===== src/rtl/pll_supervisor_pkg.sv =====
// Shared state encoding and default timing constants for the PLL supervisor.
package pll_supervisor_pkg;

    typedef enum logic [2:0] {
        PLL_RST,
        WAIT_LOCK,
        STABLE,
        RUN,
        LOSS,
        FAIL
    } state_t;

    localparam int DEF_NUM_PLL             = 5;
    localparam int DEF_RST_PULSE_CYCLES    = 270;
    localparam int DEF_LOCK_TIMEOUT_CYCLES = 2700000;
    localparam int DEF_LOCK_STABLE_CYCLES  = 27000;
    localparam int DEF_MAX_RETRIES         = 3;

    function automatic int max3(input int a, input int b, input int c);
        int m;
        m = (a > b) ? a : b;
        return (m > c) ? m : c;
    endfunction

endpackage


===== src/rtl/pll_supervisor_sync_2ff.sv =====
// Generic two-flop synchronizer; both stages reset to 0 asynchronously.
module sync_2ff #(
    parameter int WIDTH = 1
) (
    input  logic             clk,
    input  logic             reset,
    input  logic [WIDTH-1:0] d,
    output logic [WIDTH-1:0] q
);

    logic [WIDTH-1:0] meta;

    always_ff @(posedge clk or posedge reset) begin
        if (reset) begin
            meta <= '0;
            q    <= '0;
        end else begin
            meta <= d;
            q    <= meta;
        end
    end

endmodule


===== src/rtl/pll_supervisor.sv =====
// PLL bank supervisor: pulses PLL reset, qualifies lock, releases system reset.
// Define PLL_SUPERVISOR_LOSS_CNT_EN to build the saturating lock-loss counter.
module pll_supervisor
    import pll_supervisor_pkg::*;
#(
    parameter int NUM_PLL             = DEF_NUM_PLL,
    parameter int RST_PULSE_CYCLES    = DEF_RST_PULSE_CYCLES,
    parameter int LOCK_TIMEOUT_CYCLES = DEF_LOCK_TIMEOUT_CYCLES,
    parameter int LOCK_STABLE_CYCLES  = DEF_LOCK_STABLE_CYCLES,
    parameter int MAX_RETRIES         = DEF_MAX_RETRIES
) (
    input  logic                             clk_27m,
    input  logic                             reset,
    input  logic [NUM_PLL-1:0]               pll_lock,
    output logic                             pll_reset,
    output logic                             sys_reset,
    output logic                             all_locked,
    output logic                             pll_fail,
    output logic [$clog2(MAX_RETRIES+1)-1:0] retry_cnt,
    output logic [7:0]                       loss_cnt
);

    localparam int CNT_W = $clog2(max3(RST_PULSE_CYCLES, LOCK_TIMEOUT_CYCLES,
                                       LOCK_STABLE_CYCLES) + 1);
    localparam int RC_W  = $clog2(MAX_RETRIES + 1);

    state_t             state;
    logic [CNT_W-1:0]   cnt;
    logic [NUM_PLL-1:0] lock_sync;

    sync_2ff #(.WIDTH(NUM_PLL)) u_sync (
        .clk   (clk_27m),
        .reset (reset),
        .d     (pll_lock),
        .q     (lock_sync)
    );

    always_ff @(posedge clk_27m or posedge reset) begin
        if (reset) all_locked <= 1'b0;
        else       all_locked <= &lock_sync;
    end

    always_ff @(posedge clk_27m or posedge reset) begin
        if (reset) begin
            state     <= PLL_RST;
            cnt       <= '0;
            pll_reset <= 1'b1;
            sys_reset <= 1'b1;
            pll_fail  <= 1'b0;
            retry_cnt <= '0;
        end else begin
            case (state)
                PLL_RST: begin
                    if (cnt == CNT_W'(RST_PULSE_CYCLES - 1)) begin
                        state     <= WAIT_LOCK;
                        cnt       <= '0;
                        pll_reset <= 1'b0;
                    end else begin
                        cnt <= cnt + 1'b1;
                    end
                end
                WAIT_LOCK: begin
                    if (all_locked) begin
                        state <= STABLE;
                        cnt   <= '0;
                    end else if (cnt == CNT_W'(LOCK_TIMEOUT_CYCLES - 1)) begin
                        cnt       <= '0;
                        pll_reset <= 1'b1;
                        if (retry_cnt == RC_W'(MAX_RETRIES - 1)) begin
                            state    <= FAIL;
                            pll_fail <= 1'b1;
                        end else begin
                            state     <= PLL_RST;
                            retry_cnt <= retry_cnt + 1'b1;
                        end
                    end else begin
                        cnt <= cnt + 1'b1;
                    end
                end
                STABLE: begin
                    // The WAIT_LOCK cycle that saw the lock is the first locked cycle,
                    // so the window closes one count early to land exactly on N cycles.
                    if (!all_locked) begin
                        state <= WAIT_LOCK;
                        cnt   <= '0;
                    end else if (cnt == CNT_W'(LOCK_STABLE_CYCLES - 2)) begin
                        state     <= RUN;
                        cnt       <= '0;
                        sys_reset <= 1'b0;
                        retry_cnt <= '0;
                    end else begin
                        cnt <= cnt + 1'b1;
                    end
                end
                RUN: begin
                    if (!all_locked) begin
                        state     <= LOSS;
                        cnt       <= '0;
                        sys_reset <= 1'b1;
                    end
                end
                LOSS: begin
                    state     <= PLL_RST;
                    cnt       <= '0;
                    pll_reset <= 1'b1;
                end
                FAIL: begin
                    pll_reset <= 1'b1;
                    sys_reset <= 1'b1;
                    pll_fail  <= 1'b1;
                end
                default: begin
                    state     <= PLL_RST;
                    cnt       <= '0;
                    pll_reset <= 1'b1;
                    sys_reset <= 1'b1;
                end
            endcase
        end
    end

`ifdef PLL_SUPERVISOR_LOSS_CNT_EN
    always_ff @(posedge clk_27m or posedge reset) begin
        if (reset)
            loss_cnt <= 8'd0;
        else if (state == RUN && !all_locked && loss_cnt != 8'hFF)
            loss_cnt <= loss_cnt + 8'd1;
    end
`else
    assign loss_cnt = 8'd0;
`endif

endmodule


===== config.mk =====
export PLATFORM = sky130hd
export DESIGN_NAME = pll_supervisor
export DESIGN_NICKNAME = d
export VERILOG_FILES = /design/src/rtl/pll_supervisor_pkg.sv /design/src/rtl/pll_supervisor_sync_2ff.sv /design/src/rtl/pll_supervisor.sv
export SDC_FILE = /design/constraint.sdc
export NUM_CORES = 1
export LEC_CHECK = 0
export BUFFER_PORTS_ARGS = -buffer_cell sky130_fd_sc_hd__buf_2
export CAP_MARGIN = 20
export CORE_ASPECT_RATIO = 1.25
export CORE_UTILIZATION = 60
export CTS_CLUSTER_SIZE = 16
export DETAILED_ROUTE_END_ITERATION = 6
export GPL_TIMING_DRIVEN = 0
export HOLD_SLACK_MARGIN = 0.02
export PLACE_DENSITY_LB_ADDON = 0.12
export SYNTH_ARGS = -nofsm -noshare
export SYNTH_HDL_FRONTEND = slang
export SYNTH_SLANG_ARGS = --single-unit
export TNS_END_PERCENT = 1

===== constraint.sdc =====
create_clock -name clk_27m -period 3.9 [get_ports clk_27m]
set_input_delay 0.78 -clock clk_27m [delete_from_list [all_inputs] [get_ports clk_27m]]
set_output_delay 0.78 -clock clk_27m [all_outputs]
set_load 0.05 [all_outputs]

# --- Yosys cells after proc, flatten, opt, wreduce, memory -nomap -nowiden ---
# Index checks and enable logic that the tools add are counted.
# W data, S select, Z words.
word_totals:
  elab_cells: 78
  out_inout_bits: 14
  in_bits: 7
  regBits: 41
classes:
  bitwise: 3
  n_eq_ne: 19
  reduce_logical: 12
  mux: 33
  n_addsub: 2
ops:
  columns: ["operator", "count"]
  rows:
  - ["$mux W22", 6]
  - ["$pmux W22 S5", 1]
  - ["$add A22 B1 Y22 const B", 1]
  - ["$eq A22 B15 Y1 const B", 1]
  - ["$eq A22 B22 Y1 const B", 1]
  - ["$eq A22 B9 Y1 const B", 1]
  - ["$mux W3", 7]
  - ["$ne A2 B2 Y1 const B", 8]
  - ["$pmux W3 S5", 1]
  - ["$reduce_and A4 Y1", 3]
  - ["$mux W2", 5]
  - ["$reduce_and A5 Y1", 2]
  - ["$mux W1", 9]
  - ["$eq A3 B2 Y1 const B", 2]
  - ["$eq A3 B3 Y1 const B", 2]
  - ["$ne A3 B3 Y1 const B", 2]
  - ["$pmux W1 S3", 2]
  - ["$reduce_and A6 Y1", 1]
  - ["$pmux W2 S2", 1]
  - ["$reduce_bool A2 Y1", 2]
  - ["$eq A3 B1 Y1 const B", 1]
  - ["$logic_not A3 Y1", 1]
  - ["$not A1 Y1", 3]
  - ["$reduce_or A3 Y1", 1]
  - ["5 further kinds", 5]

# --- Longest topological paths before layout ---
# Gate-level depths: netlist of the first run.
depth:
  ltp_word: 5
  depth_mapped: 8
  ltp_nobuf: 7

# --- Cells and area by module ---
# A second synthesis of the first run with hierarchy kept.
hier_totals:
  hier_cells: 214
  area_unflattened_um2: 2175.8
by_module_without_submodules:
  columns: ["module", "instances", "cells_each", "area_per_inst_um2", "seq_area_each_um2"]
  rows:
  - ["pll_supervisor", 1, 203, 1921.8, 778.2]
  - ["sync_2ff", 1, 11, 254.0, 250.2]

# --- Worst setup path after synthesis of the first run ---
# OpenSTA, ideal clock, no wires.
synth_timing:
  path_type: "reg2reg"
  from: "reg cnt[5]"
  to: "reg cnt[10]"
  path_buffers: 1
  setup_time_ns: 0.119
  arrival_time_ns: 2.442
  path_slack_ns: 1.339
  period_less_slack_ns: 2.561
  stages_incl_launch_ff: 7
  cell_sequence: "dfrtp_1 -> or4_1 -> or4_1 -> or2_4 -> a2111oi_4 -> buf_6 -> nor2_1"
synth_between:
  elab_chain_len: 4
  elab_cells_between_ends: 10
  cone_classes: "1 x add/sub; 3 x eq/ne; 6 x mux"
synth_rtl:
  columns: ["element", "line_no", "text"]
  rows:
  - ["start: declaration", "pll_supervisor.sv:28", "logic [CNT_W-1:0] cnt;"]
  - ["start signal: assignment", "pll_supervisor.sv:59", "cnt <= cnt + 1'b1;"]
  - ["start signal: assignment", "pll_supervisor.sv:77", "cnt <= cnt + 1'b1;"]
  - ["start signal: assignment", "pll_supervisor.sv:92", "cnt <= cnt + 1'b1;"]
  - ["$add A22 B1 Y22, or another cell as far along", "pll_supervisor.sv:59, pll_supervisor.sv:77, pll_supervisor.sv:92", null]
  - ["$mux W22, on equally long branches", "pll_supervisor.sv:86, pll_supervisor.sv:66", null]
  - ["$mux W22, on equally long branches", "pll_supervisor.sv:83, pll_supervisor.sv:63", null]
  - ["$pmux W22 S5 *", "pll_supervisor.sv:52", "case (state)"]
# Every way passes the cells marked *; elsewhere a longest branch is shown, timed or not.
# A chain may end at the register's enable or synchronous reset.

# --- Final worst setup path of the first run ---
layout_timing:
  from: "reg cnt[5]"
  to: "reg cnt[2]"
layout_between:
  elab_chain_len: 4
  elab_cells_between_ends: 9
  cone_classes: "3 x eq/ne; 6 x mux"
layout_rtl:
  columns: ["element", "line_no"]
  rows:
  - ["$eq A22 B15 Y1 / $eq A22 B22 Y1 (equally long branches)", "pll_supervisor.sv:86, pll_supervisor.sv:66"]
  - ["$mux W22, on equally long branches", "pll_supervisor.sv:86, pll_supervisor.sv:66"]
  - ["$mux W22, on equally long branches", "pll_supervisor.sv:83, pll_supervisor.sv:63"]
  - ["$pmux W22 S5 *", "pll_supervisor.sv:52"]
# Marked as above.

==> summary.md, run 1 <==
| Metric | Value |
|---|---|
| Status | completed |
| Port buffer count | 12 |
| Drt pass-1 iters | 5 |
| Io pins | 21 |
| Fmax | 352 MHz |
| Drt drc | 0 |
| Syn_area_per_cell | 9.75 µm² |
| Core area | 3280 µm² |
| Post-Synthesis Cells | between 200 and 250 |
| CTS tree | done |
| Critical Path AT | 3.03 ns |
| Final hold viol count | 0 |
| Worst min-delay path class | flip-flop to flip-flop |
| Share of layout cells above drive strength 1 | 15.2% |
| EDFF count, synth | 0 |
| CTS sink count | 41 |
| Largest net degree at the start of global routing | 42 |
| Netlist cell types | 44 |
| FP Rows | 23 |
| Setup violators final | 0 |
| Primary FF master, synth | dfrtp_1 |
| Worst-skew pair later-pin latency | between 0.2 and 0.3 ns |
| Routed WL | roughly 4200 µm |
| Area Overhead vs Synth | 10.3% |
| Most common cell after layout, fill and taps aside | dfrtp_1 |
| Global-route wire length before repair | 7160 µm |
| Cell Area, Synth | around 2100 µm² |
| Worst-path fanout max | 10 |
| Die X | between 50 and 60 µm |
| Fin Clk Skew | 0.00542 ns |
| CP Capture Type | flip-flop |
| Clock buffer depth | 2 |
| Post-CTS sizing | 0 |
| HPWL after detailed placement | roughly 3100 µm |
| Pleak | slightly below 0.001 µW |
| Root Driver | clkbuf_8 |
| ANT nets after route | 0 |
| GPL Wtd Cong | 0.919 |
| Post-CTS setup buffers | 0 |
| Post-synthesis register bit count | ~40 |
| Max_cap viols | 0 |
| Max Slew Vio Count | 0 |
| Starting density of the core | roughly 64% |
| Total GRT Usage | between 20% and 30% |
| Layout Nets | roughly 250 |
| Reg clk slew, reported paths | 0.08 ns |
| N_diodes | 0 |
| Total power | roughly 740 µW |
| Worst Path Required | 4.08 ns |
| Seq/Total Area, Yosys | between 40 and 50% |
| Worst r2r src | cnt[5] |
| Full die area | around 3800 µm² |
| Vias | around 1700 |
| Worst Setup Path Type | flip-flop to flip-flop |
| Pwr per Cell Area | 316 nW/µm² |
| CP startpoint | cnt[5] |
| RSZ-0062 raised after global routing | false |
| Slew margin rel. | between 40 and 50% |
| WL/cell | 14.8 µm |
| Slew @ Worst Pin | 0.827 ns |
| Peak supply drop | around 0.26 mV |
| Fin crit period | around 2.8 ns |
| CTS buffer count | 5 |
| # hold bufs at CTS | 0 |
| Syn. warnings | 0 |
| Final TNS setup | 0 ns |
| Crit start category | flip-flop |
| H-tree levels | 2 |
| DR vias/cell | about 6 |
| Origin of the worst min-delay path | u_sync.meta[4] |
| Vias in the first global route | 1659 |
| Initial antenna violation count | 0 |
| Fin crit share | 72.9% |
| FFs w/ async S/R, synth | 100% |
| Die Span Y | between 60 and 70 µm |
| GRT overflow | 0 |
| Most frequent cells in the layout | 39 x dfrtp_1, 25 x nor2_1, 14 x xnor2_1 |
| Initial detailed-routing violation count | 46 |
| Min Hold Slack | about 0.35 ns |
[Yosys cell counts, drive strengths merged (2+ instances only)]
master | instances | area share, %
nor3 | 6 | 1.4
nand2b | 3 | 0.89
and4 | 3 | 1.2
nor3b | 2 | 0.71
dfrtp | 39 | 46
nor2 | 25 | 4.4
buf | 10 | 3.5
o21a | 2 | 0.71
nor4 | 10 | 3.0
or3 | 8 | 2.4
nor4b | 2 | 0.83
inv | 7 | 1.2
or2 | 2 | 0.71
dfstp | 2 | 2.5
nand3b | 2 | 0.71
a21oi | 11 | 2.6
xnor2 | 14 | 5.8
o31ai | 3 | 1.1
nand2 | 12 | 2.1
clkbuf | 6 | 1.1
ha | 4 | 2.4
o21ai | 7 | 1.7
or4 | 5 | 1.8
nand4 | 8 | 2.4
nand3 | 8 | 1.9
[state kept, by name, indices dropped and copies added, names as in the netlist]
name,count
state,3
all_locked,1
u_sync.q,5
cnt,22
retry_cnt,2
pll_fail,1
pll_reset,1
u_sync.meta,5
sys_reset,1
[metal layers]
layer	up-vias	share of wire, %	track usage [%]
met5	-	0	0
met4	0	1.4	14.1
met3	8	4.8	6.67
met2	46	52	44.3
met1	822	42	30.9
li1	816	-	-
[where the power goes]
part / internal (µW) / total [µW] / switching (µW)
Combinational: 8.18 / 36.2 / 28.0
Clock: 123 / 271 / 148
Sequential: 430 / 432 / 1.45
[cell families (layout without fill, tap and decap cells)]
logic type,Yosys count,count (layout),synth area share (%)
other cells,1,8,0.177
fa+ha+maj,4,4,2.37
xor+xnor,14,14,5.80
buf+inv,23,43,5.85
compound gates,31,31,9.94
simple gates,102,102,26.7
mux,1,1,0.532
flops,41,41,48.6
[path summary, 6_finish.rpt]
kind                                 to  slack [ns]  cells after the start
max                              cnt[2]        1.06                      6
min                         u_sync.q[4]        0.35                      0
max reg2reg                      cnt[2]        1.06                      6
min reg2reg                 u_sync.q[4]        0.35                      0
max in group asynchronous        cnt[4]        2.73                      2
min in group asynchronous  retry_cnt[0]        0.64                      2
[final cells by class]
class / count / area (µm²)
multi-input cells: 160 / 990
well taps: 37 / 46.3
clock buffers: 5 / 68.8
repair buffers: 12 / 60.1
inverters: 7 / 26.3
plain buffers: 16 / 97.6
fillers: 257 / 946
flip-flops and latches: 41 / 1030
clock inverters: 3 / 17.5
[metrics by stage]
| stage | worst slack (ns) | cells | area, µm² | utilization [%] |
|---|---|---|---|---|
| floorplan | 1.34 | 224 | 2140 | - |
| global placement | 1.11 | 273 | 2250 | 68.5 |
| detailed placement | 1.08 | 273 | 2250 | 68.5 |
| CTS | 1.06 | 281 | 2330 | 71.2 |
| global route | 0.868 | 281 | 2330 | 71.2 |
| finish | 1.06 | 281 | 2330 | 71.2 |
[worst max-delay path: stages (launching register included)]
cell	delay [ns]
dfrtp_1	0.44
or4_1	0.55
or4_1	0.54
or2_4	0.26
a2111oi_4	0.64
buf_6	0.23
nor2_1	0.06
Note: power is estimated with default switching activity, not from simulation.
==> run 2, diff against run 1 <==
--- a/config.mk
+++ b/config.mk
@@ -5,10 +5,11 @@
 export SDC_FILE = /design/constraint.sdc
 export NUM_CORES = 1
 export LEC_CHECK = 0
+export ABC_AREA = 1
 export BUFFER_PORTS_ARGS = -buffer_cell sky130_fd_sc_hd__buf_2
 export CAP_MARGIN = 20
 export CORE_ASPECT_RATIO = 1.25
-export CORE_UTILIZATION = 60
+export CORE_UTILIZATION = 59
 export CTS_CLUSTER_SIZE = 16
 export DETAILED_ROUTE_END_ITERATION = 6
 export GPL_TIMING_DRIVEN = 0
==> constraint.sdc (replaced) <==
create_clock -name clk_27m -period 2.9 [get_ports clk_27m]
set_input_delay 0.58 -clock clk_27m [delete_from_list [all_inputs] [get_ports clk_27m]]
set_output_delay 0.58 -clock clk_27m [all_outputs]
set_load 0.05 [all_outputs]
==> run 2 against run 1 <==
  * Area after synthesis rose by 16%
  * Clock-buffer cell count unchanged
  * Die area rose by 17%
  * Wire length is 20% higher
  * Hold slack worse by 0.0029 ns
  * Core utilization decreased by 0.94 points
  * Critical path type unchanged
  * Highest routed layer unchanged
==> summary.md, run 2 <==
| Metric | Value |
|---|---|
| FFs w/ async S/R, synth | 100% (unchanged) |
| Peak supply drop | 0.392 mV (+52%) |
| Max reg flops | 22 (unchanged) |
| H-tree levels | 2 (unchanged) |
| Most frequent cells in the layout | 73 x nand2_1, 56 x nor2_1, 39 x dfrtp_1 |
| Ranking of synthesized cells by area | dfrtp_1 40%, nand2_1 11%, nor2_1 8.6% |
| Netlist cell types | 30 (-32%) |
| N_diodes | 0 (unchanged) |
| Worst Setup Path Type | flip-flop to flip-flop |
| Most common cell after layout, fill and taps aside | nand2_1 |
| Root Driver | clkbuf_8 |
| Routed WL | 4980 µm (+20%) |
| Largest delay share family, worst path | simple AND/OR/NAND/NOR gates |
| Post-synthesis register bit count | 41 (unchanged) |
| Seq/Total Area, Yosys | 41.9% (-6.7 points) |
| Core area | 3880 µm² (+18%) |
| Drt pass-1 iters | 4 (-1) |
| Global-route wire length before repair | 8200 µm (+15%) |
| Slew @ Worst Pin | 0.835 ns (+0.00712 ns) |
| Status | completed |
| Fin crit share | 62.0% (-11 points) |
| GRT overflow | 0 (unchanged) |
| Syn_area_per_cell | 7.44 µm² (-24%) |
| Min Hold Slack | 0.352 ns (-0.00291 ns) |
| ANT nets after route | 0 (unchanged) |
| # hold bufs at CTS | 0 (unchanged) |
| Pleak | 0.00132 µW (+35%) |
| Clock buffer depth | 2 (unchanged) |
| Largest net degree at the start of global routing | 42 (unchanged) |
| Fin crit period | 1.80 ns (-1.04 ns) |
| Yosys top cell area share | 39.8% (-6.4 points) |
| DR vias/cell | 5.02 (-17%) |
| Max_cap viols | 0 (unchanged) |
| Cell taking the most area after synthesis | dfrtp_1 |
| Io pins | 21 (unchanged) |
| CTS buffer count | 5 (unchanged) |
| Total GRT Usage | 24.7% (-1.9 points) |
| Top reg by flops | cnt |
| Vias | 2062 (+22%) |
| Cells after DPL | 403 (+48%) |
| Max incr delay on CP | 0.43 ns (-0.21 ns) |
| Area Overhead vs Synth | 11.0% |
| Worst min-delay path class | flip-flop to flip-flop |
| CP cell instances | inv_1, ha_1, nand2_1, inv_1, nand2_1, nor2_1, nand3_1, o21bai_1, nand3_1, nand2_1, nand2_1 |
| Final hold viol count | 0 (unchanged) |
| Die Span Y | 74.1 µm (+8.4%) |
| RSZ-0062 raised after global routing | false |
| Max Slew Vio Count | 0 (unchanged) |
| Post-CTS sizing | 0 (unchanged) |
| Die X | 59.7 µm (+8.3%) |
| Pwr per Cell Area | 404 nW/µm² (+28%) |
| Worst Path Required | 3.10 ns (-0.98 ns) |
| Cell Area, Synth | 2450 µm² (+16%) |
| Layout Nets | 367 (+44%) |
| CP max stage cell | dfrtp_1 |
| Final TNS setup | 0 ns (unchanged) |
| Initial detailed-routing violation count | 100 (+120%) |
| Vias in the first global route | 1962 (+18%) |
| CTS sink count | 41 (unchanged) |
| Fin Clk Skew | 0.00284 ns (-0.00258 ns) |
| Worst-skew pair later-pin latency | 0.30 ns (about the same) |
| FP Rows | 25 (+8.7%) |
| Share of layout cells above drive strength 1 | 19.0% (+3.9 points) |
| Post-synth top cells | 73 x nand2_1, 56 x nor2_1, 39 x dfrtp_1, 39 x inv_1, 25 x nand3_1 |
| Slew margin rel. | 44.3% (-0.48 points) |
| HPWL after detailed placement | 3710 µm (+21%) |
| Critical Path AT | 1.99 ns (-1.04 ns) |
| Top Registers | cnt x22, u_sync.meta x5, u_sync.q x5 |
| Syn. warnings | 0 (unchanged) |
| Critical Path Most Common Cell | nand2_1 |
| CP Buf/Inv Count | 2 (+1) |
| Post-Synthesis Cells | 330 (+52%) |
| CTS tree | done |
| Initial antenna violation count | 0 (unchanged) |
| Setup violators final | 0 (unchanged) |
| Worst-path fanout max | 4 (-6) |
| GPL Wtd Cong | 0.925 (+0.58%) |
| Crit start category | flip-flop |
| Reg clk slew, reported paths | 0.08 ns (about the same) |
| Full die area | 4420 µm² (+17%) |
| Primary FF master, synth | dfrtp_1 |
| Fmax | 556 MHz (+58%) |
| Post-CTS setup buffers | 0 (unchanged) |
| Finished Layout Cells | 411 (+46%) |
| Filler cells | 342 (+33%) |
| Port buffer count | 12 (unchanged) |
| Count leader, synth | nand2_1 |
| EDFF count, synth | 0 (unchanged) |
| Starting density of the core | 63.3% (-1.2 points) |
| CP Capture Type | flip-flop |
| Drt drc | 0 (unchanged) |
| WL/cell | 12.1 µm (-18%) |
[run 2: kinds of logic after synthesis]
family / count (synthesis) / share of synthesized area (%)
DFF: 41 / 41.9
and+or+nand+nor: 197 / 36.9
other: 1 / 0.153
buffers and inverters: 55 / 10.8
AOI/OAI and AO/OA: 24 / 5.35
xor gates and xnor gates: 8 / 2.85
adders and majority gates: 4 / 2.04
[run 2: path summary, 6_finish.rpt]
check | start | to | slack (ns) | cells after the start
setup / recovery | cnt[0] | retry_cnt[0] | 1.10 | 11
hold / removal | u_sync.meta[2] | u_sync.q[2] | 0.35 | 0
min in group asynchronous | reset | u_sync.q[0] | 0.44 | 2
max in group asynchronous | reset | cnt[11] | 1.94 | 2
hold reg to reg | u_sync.meta[2] | u_sync.q[2] | 0.35 | 0
setup reg to reg | cnt[0] | retry_cnt[0] | 1.10 | 11
[run 2: worst reg2reg max path, stage by stage, from the launching register on]
cell and delay, ns:
dfrtp_1 0.43, inv_1 0.11, ha_1 0.16, nand2_1 0.05, inv_1 0.06, nand2_1 0.05, nor2_1 0.09, nand3_1 0.13
o21bai_1 0.32, nand3_1 0.15, nand2_1 0.09, nand2_1 0.05
[run 2: metal layers]
| metal | vias to the layer above | routed length (µm) | GRT usage, % | part of all wire, % |
|---|---|---|---|---|
| met5 | - | 0 | 0 | 0 |
| met4 | 0 | 95 | 10.3 | 1.9 |
| met3 | 9 | 194 | 4.35 | 3.9 |
| met2 | 45 | 2480 | 42.7 | 50 |
| met1 | 942 | 2200 | 30.2 | 44 |
| li1 | 1066 | - | - | - |
[run 2: cell type report]
type | instances | area [µm²] | share of cell area (%)
Clock inverter | 3 | 46.3 | 1.70
Tap cell | 54 | 67.6 | 2.48
Clock buffer | 5 | 68.8 | 2.53
Timing Repair Buffer | 12 | 60.1 | 2.20
Buffer | 10 | 91.3 | 3.35
Inverter | 45 | 174 | 6.38
Multi-Input combinational cell | 241 | 1190 | 43.6
Sequential cell | 41 | 1030 | 37.8
[run 2: where the power goes]
part | switching (µW) | leakage, µW | internal [µW]
Clock | 215 | 0.0000543 | 258
Combinational | 37.1 | 0.000735 | 10.9
Sequential | 2.04 | 0.000528 | 578
[run 2: through the flow]
stage                     util (%)  area, µm²  setup slack [ns]  power (µW)
after floorplan                  -       2480              1.34         632
after global placement        67.3       2610             0.887         639
after detailed placement      67.3       2610              1.15         640
after CTS                     70.2       2720              1.12        1110
after global routing          70.2       2720             0.945        1140
final                         70.2       2720              1.10        1100
